[config.mk]
export PLATFORM = sky130hd
export DESIGN_NAME = mem_access_unit_flat
export DESIGN_NICKNAME = d
export VERILOG_FILES = /design/src/rtl/mem_access_unit_if.sv /design/src/rtl/mem_access_unit.sv /design/src/flat_wrapper.sv
export SDC_FILE = /design/constraint.sdc
export NUM_CORES = 1
export LEC_CHECK = 0
export ABC_AREA = 1
export CAP_MARGIN = 10
export CORE_UTILIZATION = 32
export DETAILED_ROUTE_END_ITERATION = 16
export DONT_BUFFER_PORTS = 1
export GPL_TIMING_DRIVEN = 0
export MAX_ROUTING_LAYER = met4
export PLACE_DENSITY = 0.57
export SLEW_MARGIN = 30
export SYNTH_ARGS = -nofsm -noshare
export SYNTH_HDL_FRONTEND = slang
export SYNTH_SLANG_ARGS = --single-unit
[constraint.sdc]
create_clock -name clk -period 3.91 [get_ports clk]
set_input_delay 0.5865 -clock clk [delete_from_list [all_inputs] [get_ports clk]]
set_output_delay 0.5865 -clock clk [all_outputs]
set_load 0.02 [all_outputs]
[src/rtl/mem_access_unit_if.sv]
// Request/response and data-memory bus of the load/store unit.
// The master modport is the pipeline + memory side, the slave modport is the unit.
interface mem_access_unit_if #(
  parameter int ADDRESS_WIDTH = 32,
  parameter int DATA_WIDTH    = 32
) ();
  logic                     req_valid;
  logic                     req_ready;
  logic                     req_we;
  logic [2:0]               req_funct3;
  logic [ADDRESS_WIDTH-1:0] req_addr;
  logic [DATA_WIDTH-1:0]    req_wdata;
  logic                     resp_valid;
  logic [DATA_WIDTH-1:0]    resp_rdata;
  logic                     resp_err;
  logic [ADDRESS_WIDTH-1:0] mem_addr;
  logic                     mem_wr_en;
  logic [DATA_WIDTH-1:0]    mem_wdata;
  logic [DATA_WIDTH-1:0]    mem_rdata;

  modport master (
    output req_valid, req_we, req_funct3, req_addr, req_wdata, mem_rdata,
    input  req_ready, resp_valid, resp_rdata, resp_err, mem_addr, mem_wr_en, mem_wdata
  );

  modport slave (
    input  req_valid, req_we, req_funct3, req_addr, req_wdata, mem_rdata,
    output req_ready, resp_valid, resp_rdata, resp_err, mem_addr, mem_wr_en, mem_wdata
  );
endinterface

[src/rtl/mem_access_unit.sv]
// Load/store unit: word-wide memory accesses, load lane extraction/extension,
// two-cycle read-modify-write for SB/SH, error response for misaligned/illegal requests.
//
// state   | meaning
// S_IDLE  | ready; accepts loads, SW, errors (1 cycle) or starts an SB/SH merge
// S_WRITE | writes the merged word at the saved address; request port stalled
module mem_access_unit #(
  parameter int ADDRESS_WIDTH = 32,
  parameter int DATA_WIDTH    = 32
) (
  input  logic             clk,
  input  logic             rst_n,
  mem_access_unit_if.slave bus
);

  typedef enum logic {S_IDLE, S_WRITE} state_t;

  localparam logic [2:0] F3_B  = 3'b000;
  localparam logic [2:0] F3_H  = 3'b001;
  localparam logic [2:0] F3_W  = 3'b010;
  localparam logic [2:0] F3_BU = 3'b100;
  localparam logic [2:0] F3_HU = 3'b101;

  state_t                   r_state;
  logic                     r_resp_valid;
  logic                     r_resp_err;
  logic [DATA_WIDTH-1:0]    r_resp_rdata;
  logic [ADDRESS_WIDTH-1:0] r_save_addr;
  logic [DATA_WIDTH-1:0]    r_merge_word;

  logic                     w_idle;
  logic                     w_accept;
  logic                     w_illegal;
  logic                     w_misalign;
  logic                     w_err;
  logic                     w_is_sw;
  logic [ADDRESS_WIDTH-1:0] w_word_addr;
  logic [7:0]               w_byte;
  logic [15:0]              w_half;
  logic [DATA_WIDTH-1:0]    w_load_data;
  logic [DATA_WIDTH-1:0]    w_merged;

  assign w_idle      = (r_state == S_IDLE);
  assign w_accept    = rst_n && w_idle && bus.req_valid;
  assign w_word_addr = {bus.req_addr[ADDRESS_WIDTH-1:2], 2'b00};
  assign w_err       = w_illegal || w_misalign;
  assign w_is_sw     = bus.req_we && (bus.req_funct3 == F3_W);

  always_comb begin
    w_illegal = 1'b1;
    case (bus.req_funct3)
      F3_B, F3_H, F3_W: w_illegal = 1'b0;
      F3_BU, F3_HU:     w_illegal = bus.req_we;
      default:          w_illegal = 1'b1;
    endcase
  end

  always_comb begin
    w_misalign = 1'b0;
    case (bus.req_funct3[1:0])
      2'b01:   w_misalign = bus.req_addr[0];
      2'b10:   w_misalign = (bus.req_addr[1:0] != 2'b00);
      default: w_misalign = 1'b0;
    endcase
  end

  always_comb begin
    w_byte = bus.mem_rdata[7:0];
    case (bus.req_addr[1:0])
      2'd0:    w_byte = bus.mem_rdata[7:0];
      2'd1:    w_byte = bus.mem_rdata[15:8];
      2'd2:    w_byte = bus.mem_rdata[23:16];
      default: w_byte = bus.mem_rdata[31:24];
    endcase
  end

  assign w_half = bus.req_addr[1] ? bus.mem_rdata[31:16] : bus.mem_rdata[15:0];

  always_comb begin
    w_load_data = '0;
    case (bus.req_funct3)
      F3_B:    w_load_data = {{24{w_byte[7]}}, w_byte};
      F3_H:    w_load_data = {{16{w_half[15]}}, w_half};
      F3_W:    w_load_data = bus.mem_rdata;
      F3_BU:   w_load_data = {24'h0, w_byte};
      F3_HU:   w_load_data = {16'h0, w_half};
      default: w_load_data = '0;
    endcase
  end

  // Only consulted for a legal SB/SH, so funct3[0] alone tells byte from half.
  always_comb begin
    w_merged = bus.mem_rdata;
    if (!bus.req_funct3[0]) begin
      case (bus.req_addr[1:0])
        2'd0:    w_merged[7:0]   = bus.req_wdata[7:0];
        2'd1:    w_merged[15:8]  = bus.req_wdata[7:0];
        2'd2:    w_merged[23:16] = bus.req_wdata[7:0];
        default: w_merged[31:24] = bus.req_wdata[7:0];
      endcase
    end else if (bus.req_addr[1]) begin
      w_merged[31:16] = bus.req_wdata[15:0];
    end else begin
      w_merged[15:0] = bus.req_wdata[15:0];
    end
  end

  assign bus.req_ready  = rst_n && w_idle;
  assign bus.mem_addr   = w_idle ? w_word_addr : r_save_addr;
  assign bus.mem_wdata  = w_idle ? bus.req_wdata : r_merge_word;
  assign bus.mem_wr_en  = rst_n && (!w_idle || (w_accept && !w_err && w_is_sw));
  assign bus.resp_valid = r_resp_valid;
  assign bus.resp_err   = r_resp_err;
  assign bus.resp_rdata = r_resp_rdata;

  always_ff @(posedge clk) begin
    if (!rst_n) begin
      r_state      <= S_IDLE;
      r_resp_valid <= 1'b0;
      r_resp_err   <= 1'b0;
      r_resp_rdata <= '0;
      r_save_addr  <= '0;
      r_merge_word <= '0;
    end else begin
      r_resp_valid <= 1'b0;
      case (r_state)
        S_IDLE: begin
          if (bus.req_valid) begin
            if (w_err) begin
              r_resp_valid <= 1'b1;
              r_resp_err   <= 1'b1;
              r_resp_rdata <= '0;
            end else if (!bus.req_we) begin
              r_resp_valid <= 1'b1;
              r_resp_err   <= 1'b0;
              r_resp_rdata <= w_load_data;
            end else if (w_is_sw) begin
              r_resp_valid <= 1'b1;
              r_resp_err   <= 1'b0;
              r_resp_rdata <= '0;
            end else begin
              r_save_addr  <= w_word_addr;
              r_merge_word <= w_merged;
              r_state      <= S_WRITE;
            end
          end
        end
        S_WRITE: begin
          r_state      <= S_IDLE;
          r_resp_valid <= 1'b1;
          r_resp_err   <= 1'b0;
          r_resp_rdata <= '0;
        end
        default: r_state <= S_IDLE;
      endcase
    end
  end

endmodule

[src/flat_wrapper.sv]
// flat-port wrapper written by rule: the top's interface ports become plain ports
module mem_access_unit_flat 
#(
  parameter int ADDRESS_WIDTH = 32,
  parameter int DATA_WIDTH    = 32
)
  (clk, rst_n, bus_req_valid, bus_req_we, bus_req_funct3, bus_req_addr, bus_req_wdata, bus_mem_rdata, bus_req_ready, bus_resp_valid, bus_resp_rdata, bus_resp_err, bus_mem_addr, bus_mem_wr_en, bus_mem_wdata);
  mem_access_unit_if #(.ADDRESS_WIDTH(ADDRESS_WIDTH), .DATA_WIDTH(DATA_WIDTH)) bus_i ();
  input  logic clk;
  input  logic rst_n;
  input wire logic [$bits(bus_i.req_valid)-1:0] bus_req_valid;
  input wire logic [$bits(bus_i.req_we)-1:0] bus_req_we;
  input wire logic [$bits(bus_i.req_funct3)-1:0] bus_req_funct3;
  input wire logic [$bits(bus_i.req_addr)-1:0] bus_req_addr;
  input wire logic [$bits(bus_i.req_wdata)-1:0] bus_req_wdata;
  input wire logic [$bits(bus_i.mem_rdata)-1:0] bus_mem_rdata;
  output wire logic [$bits(bus_i.req_ready)-1:0] bus_req_ready;
  output wire logic [$bits(bus_i.resp_valid)-1:0] bus_resp_valid;
  output wire logic [$bits(bus_i.resp_rdata)-1:0] bus_resp_rdata;
  output wire logic [$bits(bus_i.resp_err)-1:0] bus_resp_err;
  output wire logic [$bits(bus_i.mem_addr)-1:0] bus_mem_addr;
  output wire logic [$bits(bus_i.mem_wr_en)-1:0] bus_mem_wr_en;
  output wire logic [$bits(bus_i.mem_wdata)-1:0] bus_mem_wdata;
  assign bus_i.req_valid = bus_req_valid;
  assign bus_i.req_we = bus_req_we;
  assign bus_i.req_funct3 = bus_req_funct3;
  assign bus_i.req_addr = bus_req_addr;
  assign bus_i.req_wdata = bus_req_wdata;
  assign bus_i.mem_rdata = bus_mem_rdata;
  assign bus_req_ready = bus_i.req_ready;
  assign bus_resp_valid = bus_i.resp_valid;
  assign bus_resp_rdata = bus_i.resp_rdata;
  assign bus_resp_err = bus_i.resp_err;
  assign bus_mem_addr = bus_i.mem_addr;
  assign bus_mem_wr_en = bus_i.mem_wr_en;
  assign bus_mem_wdata = bus_i.mem_wdata;
  mem_access_unit #(.ADDRESS_WIDTH(ADDRESS_WIDTH), .DATA_WIDTH(DATA_WIDTH)) u_core (.clk(clk), .rst_n(rst_n), .bus(bus_i));
endmodule
# Word-level counts from Yosys, hierarchy flattened
# Index checks and enable logic that the tools add are counted.
[totals] ff_bits=97 elab_cells=70
[classes] eq_ne=10 n_mux=34 n_bitwise=3 reduce_logical=17
[op_table] operator="32-bit 2-to-1 mux" n=7
[op_table] operator="32-bit case mux with 5 select lines" n=1
[op_table] operator="32-bit case mux with 2 select lines" n=1
[op_table] operator="16-bit 2-to-1 mux" n=3
[op_table] operator="8-bit 2-to-1 mux" n=4
[op_table] operator="8-bit case mux with 3 select lines" n=1
[op_table] operator="1-bit 2-to-1 mux" n=12
[op_table] operator="1-bit case mux with 2 select lines" n=5
[op_table] operator="3-bit == test (second input constant)" n=2
[op_table] operator="1-bit logical AND" n=6
[op_table] operator="3-bit OR reduction" n=2
[op_table] operator="5-bit AND reduction" n=1
[op_table] operator="2-bit by 1-bit == test with 1-bit output (second input constant)" n=2
[op_table] operator="2-bit == test (second input constant)" n=2
[op_table] operator="4-bit != test (second input constant)" n=1
[op_table] operator="3-bit by 1-bit == test with 1-bit output (second input constant)" n=1
[op_table] operator="3-bit by 2-bit == test with 1-bit output (second input constant)" n=1
[op_table] operator="3-bit zero test" n=1
[op_table] operator="1-bit NOT" n=3
[op_table] operator="2-bit zero test" n=1
[op_table] operator="1-bit logical OR" n=2
[op_table] operator="2-bit != test (second input constant)" n=1
[op_table] operator="2-bit AND reduction" n=1
[op_table] operator="2-bit nonzero test" n=1
[op_table] operator="2 further kinds" n=2

# Logic depth before layout (Yosys ltp)
[logic_depth] word_depth=9 depth_mapped=14 ltp_nobuf=11

# Least setup slack after synthesis
# No wires, ideal clock.
[synth_path] path_kind="input to output" from="input port bus_req_funct3[0]" to="output port bus_mem_wr_en" arrival_ns=2.231 path_slack_ns=1.092 path_stages=9 path_buffers=3 path_cell_list="buf_2 -> clkinv_1 -> clkbuf_1 -> ha_1 -> nand2_1 -> inv_2 -> clkbuf_1 -> nand4_1 -> a21oi_1"
[synth_between] elab_chain_len=9
[synth_lines] item="from (decl)" line_no="flat_wrapper.sv:13" text="input wire logic [$bits(bus_i.req_funct3)-1:0] bus_req_funct3;"
[synth_lines] item="3-bit by 1-bit == test with 1-bit output, or another cell as far along" line_no="mem_access_unit.sv:51" text="case (bus.req_funct3)"
[synth_lines] item="3-bit OR reduction or 2-bit OR reduction (tied branches)" line_no="mem_access_unit.sv:51"
[synth_lines] item="1-bit case mux with 2 select lines" line_no="mem_access_unit.sv:51"
[synth_lines] item="1-bit logical OR" line_no="mem_access_unit.sv:46" text="assign w_err = w_illegal || w_misalign;"
[synth_lines] item="1-bit zero test" line_no="mem_access_unit.sv:111" text="assign bus.mem_wr_en = rst_n && (!w_idle || (w_accept && !w_err && w_is_sw));"
[synth_lines] item="1-bit logical AND" line_no="mem_access_unit.sv:111"
[synth_lines] item="1-bit logical AND *" line_no="mem_access_unit.sv:111"
[synth_lines] item="1-bit logical OR *" line_no="mem_access_unit.sv:111"
[synth_lines] item="1-bit logical AND *" line_no="mem_access_unit.sv:111"
[synth_lines] item="to (decl)" line_no="flat_wrapper.sv:22" text="output wire logic [$bits(bus_i.mem_wr_en)-1:0] bus_mem_wr_en;"
# Mark *: on every way between the ends. The rest lies on a longest branch, timed or not.

# Final worst setup path
# Same ends and word-level chain as after synthesis.

==> results.py <==
metrics = {
    "grt": {
        "grt_pass1_wl_mm": 32.11,
        "grtUsageTotal_pct": 23.60,
        "grt_pass1_vias": 5610,
        "antenna_found_initial": 0,
        "grt_max_degree": 18,
        "gr-total-overflow": 0,
    },
    "timing": {
        "finalHoldViolCount": 0,
        "relSlewSlack_pct": 41.43,
        "rsz0062_at_grt": "no",
        "setup-tns-final_ps": 0,
        "drv_slew": 0,
        "fin_hold_ws_ps": 369.9,
        "layout_min_cycle_time_ps": 3476,
        "fin_worst_skew_ps": 5.860,
        "setup_viol": 0,
        "worst_slew_pin_slew_ps": 869.3,
        "fin_crit_sh_pct": 88.89,
        "fmax_ghz": 0.2877,
    },
    "setup_path": {
        "worstSetupPathType": "input pin to output port",
        "crit_path_end_kind": "output port",
        "cp-start-kind": "input pin",
        "critical_path_arrival_ps": 2890,
        "cp_data_required_time_ps": 3320,
        "crit_fanout": 11,
    },
    "status": {
        "status": "complete, no violations",
    },
    "clock_network": {
        "htreeDepth": 3,
        "cts_tree": "built",
        "ctsHoldBuffers": 0,
        "clkTransAtPathRegs_ps": 70,
        "insertion_delay_ps": 360,
        "clk_path_buf_depth": 2,
        "root_buffer": "clkbuf_16",
        "cts_sinks": 97,
        "cts_buffers": 9,
        "cts_resized": 0,
        "cts_setup_buffers": 0,
    },
    "power_and_ir_drop": {
        "ir_drop_uv": 209.0,
        "internal_power_uw": 1586,
        "powerDensity_nw_per_um2": 360.8,
        "clkPwrFrac_pct": 36.8,
        "combinationalPowerShare_pct": 18.4,
        "switchingPower_uw": 754.0,
        "power_frac_seq_pct": 44.8,
        "leakagePower_uw": 0.002715,
        "total_power_uw": 2340,
        "swShare_pct": 32.22,
    },
    "finish": {
        "drive_gt1_share_pct": 5.783,
        "fillerInstances": 2066,
        "syn_to_final_growth_pct": 9.645,
        "final_nets": 1104,
        "antennaDiodeCount": 0,
        "layout_commonest_cell": "nand2_1",
        "final_cell_mix": "305 x nand2_1, 119 x o21ai_0, 119 x nor2_1",
    },
    "detailed_routing": {
        "wl_per_cell_um": 18.36,
        "via_per_inst": 5.325,
        "num_vias": 6560,
        "drc": 0,
        "ant_nets": 0,
        "first_pass_iters": 5,
        "drt-initial-drc-count": 528,
        "wirelength_mm": 22.62,
    },
    "yosys": {
        "synth.ff_latch_count": 97,
        "avgSynthCellArea_um2": 6.000,
        "ys_seq_area_share_pct": 32.83,
        "synthCells": 986,
        "synth_area_um2": 5916,
        "ys_warn_count": 0,
        "synth.distinct_cells": 26,
    },
    "floorplanning": {
        "die_h_um": 138.0,
        "io_pins": 203,
        "core_um2": 18020,
        "start_util_pct": 32.82,
        "row_count": 49,
        "die_w_um": 138.0,
        "dieArea_um2": 19030,
    },
    "min_path": {
        "hp-class": "input pin to register",
    },
    "placed_design": {
        "place.detailed.hpwl_mm": 17.90,
        "port-buffer-count": 0,
        "routabilityCongestion": 0.9564,
    },
    "run": {
        "cap_violations": 0,
    },
}
## path summary, 6_finish.rpt
check                                 startpoint                             endpoint  slack, ps  cells after the start
max reg2reg            u_core.r_state$_SDFF_PN0_     u_core.bus.resp_valid$_SDFF_PN0_       1670                      5
min                             bus_req_addr[17]  u_core.r_save_addr[17]$_SDFFE_PN0P_        370                      2
max                            bus_req_funct3[0]                        bus_mem_wr_en        430                      9
min reg2reg  u_core.r_merge_word[6]$_SDFFE_PN0P_  u_core.r_merge_word[6]$_SDFFE_PN0P_        470                      2
## logic make-up (layout without fill, tap and decap cells)
| group | after synthesis | after routing | synth area share (%) |
|---|---|---|---|
| other | 1 | 2 | 0.06339 |
| AND/OR/NAND/NOR | 509 | 509 | 34.86 |
| buffers and inverters | 125 | 141 | 9.729 |
| adder cells (fa/ha/maj) | 3 | 3 | 0.6346 |
| AO/OA/AOI/OAI | 251 | 251 | 21.89 |
| flip-flops | 97 | 97 | 32.83 |
## cell type report
class | count | area (um2) | share of cell area, %
Multi-Input combinational cell | 765 | 3402 | 52.45
Tap cell | 229 | 286.5 | 4.417
Clock buffer | 9 | 225.2 | 3.472
Sequential cell | 97 | 1942 | 29.94
Inverter | 49 | 183.9 | 2.836
Buffer | 76 | 391.6 | 6.038
Clock inverter | 7 | 55.05 | 0.8488
## synthesized netlist by cell type (all sizes together)
master / instances / share of area (%)
inv: 47 / 3.0
a22oi: 8 / 1.0
clkbuf: 46 / 2.9
conb: 1 / 0.063
nand4: 9 / 0.95
o22ai: 13 / 1.4
dfxtp: 97 / 33
ha: 3 / 0.63
nor2: 124 / 8.2
nor3: 1 / 0.17
a21oi: 78 / 6.6
o21ai: 151 / 13
nand2: 307 / 20
clkinv: 2 / 0.13
nand3: 68 / 5.9
o211ai: 1 / 0.13
buf: 30 / 3.7
## critical path: stages
cell,delay [ps]
buf_2,160
clkinv_1,160
clkbuf_1,420
ha_1,260
nand2_1,80
inv_2,130
clkbuf_1,440
nand4_1,180
a21oi_1,450
## power by group through the flow
| stage | registers (uW) | clock network (uW) | logic [uW] |
|---|---|---|---|
| 5_1_grt | 1050 | 928 | 478 |
| 4_1_cts | 1050 | 885 | 429 |
| 3_5_place_dp | 1070 | 0 | 427 |
| 6_report | 1050 | 860 | 432 |
| 2_1_floorplan | 1070 | 0 | 336 |
| 3_3_place_gp | 1070 | 0 | 426 |
## state kept, by name, summed over array words and instances (netlist names)
register               count
u_core.bus.resp_err        1
u_core.r_state             1
u_core.r_save_addr        30
u_core.bus.resp_rdata     32
u_core.bus.resp_valid      1
u_core.r_merge_word       32
## stage by stage
step / setup slack (ps) / std cells / cell area, um2 / utilization (%)
final: 434.5 / 1232 / 6486 / 35.99
after global routing: 254.1 / 1232 / 6486 / 35.99
after CTS: 457.7 / 1232 / 6486 / 35.99
after detailed placement: 462.9 / 1216 / 6206 / 34.43
after global placement: 452.6 / 1216 / 6206 / 34.43
after floorplan: 1092 / 987 / 5919 / -
## layer usage
metal  GRT usage (%)  routed length, um  vias to the layer above  part of all wire (%)
met4           9.300                656                        0                   2.9
met3           7.018               2072                       41                   9.2
met5               -                  0                        -                     0
li1                -                  -                     3247                     -
met2           35.22              10090                      256                    45
met1           29.70               9793                     3016                    43
(Power assumes the default switching activity.)
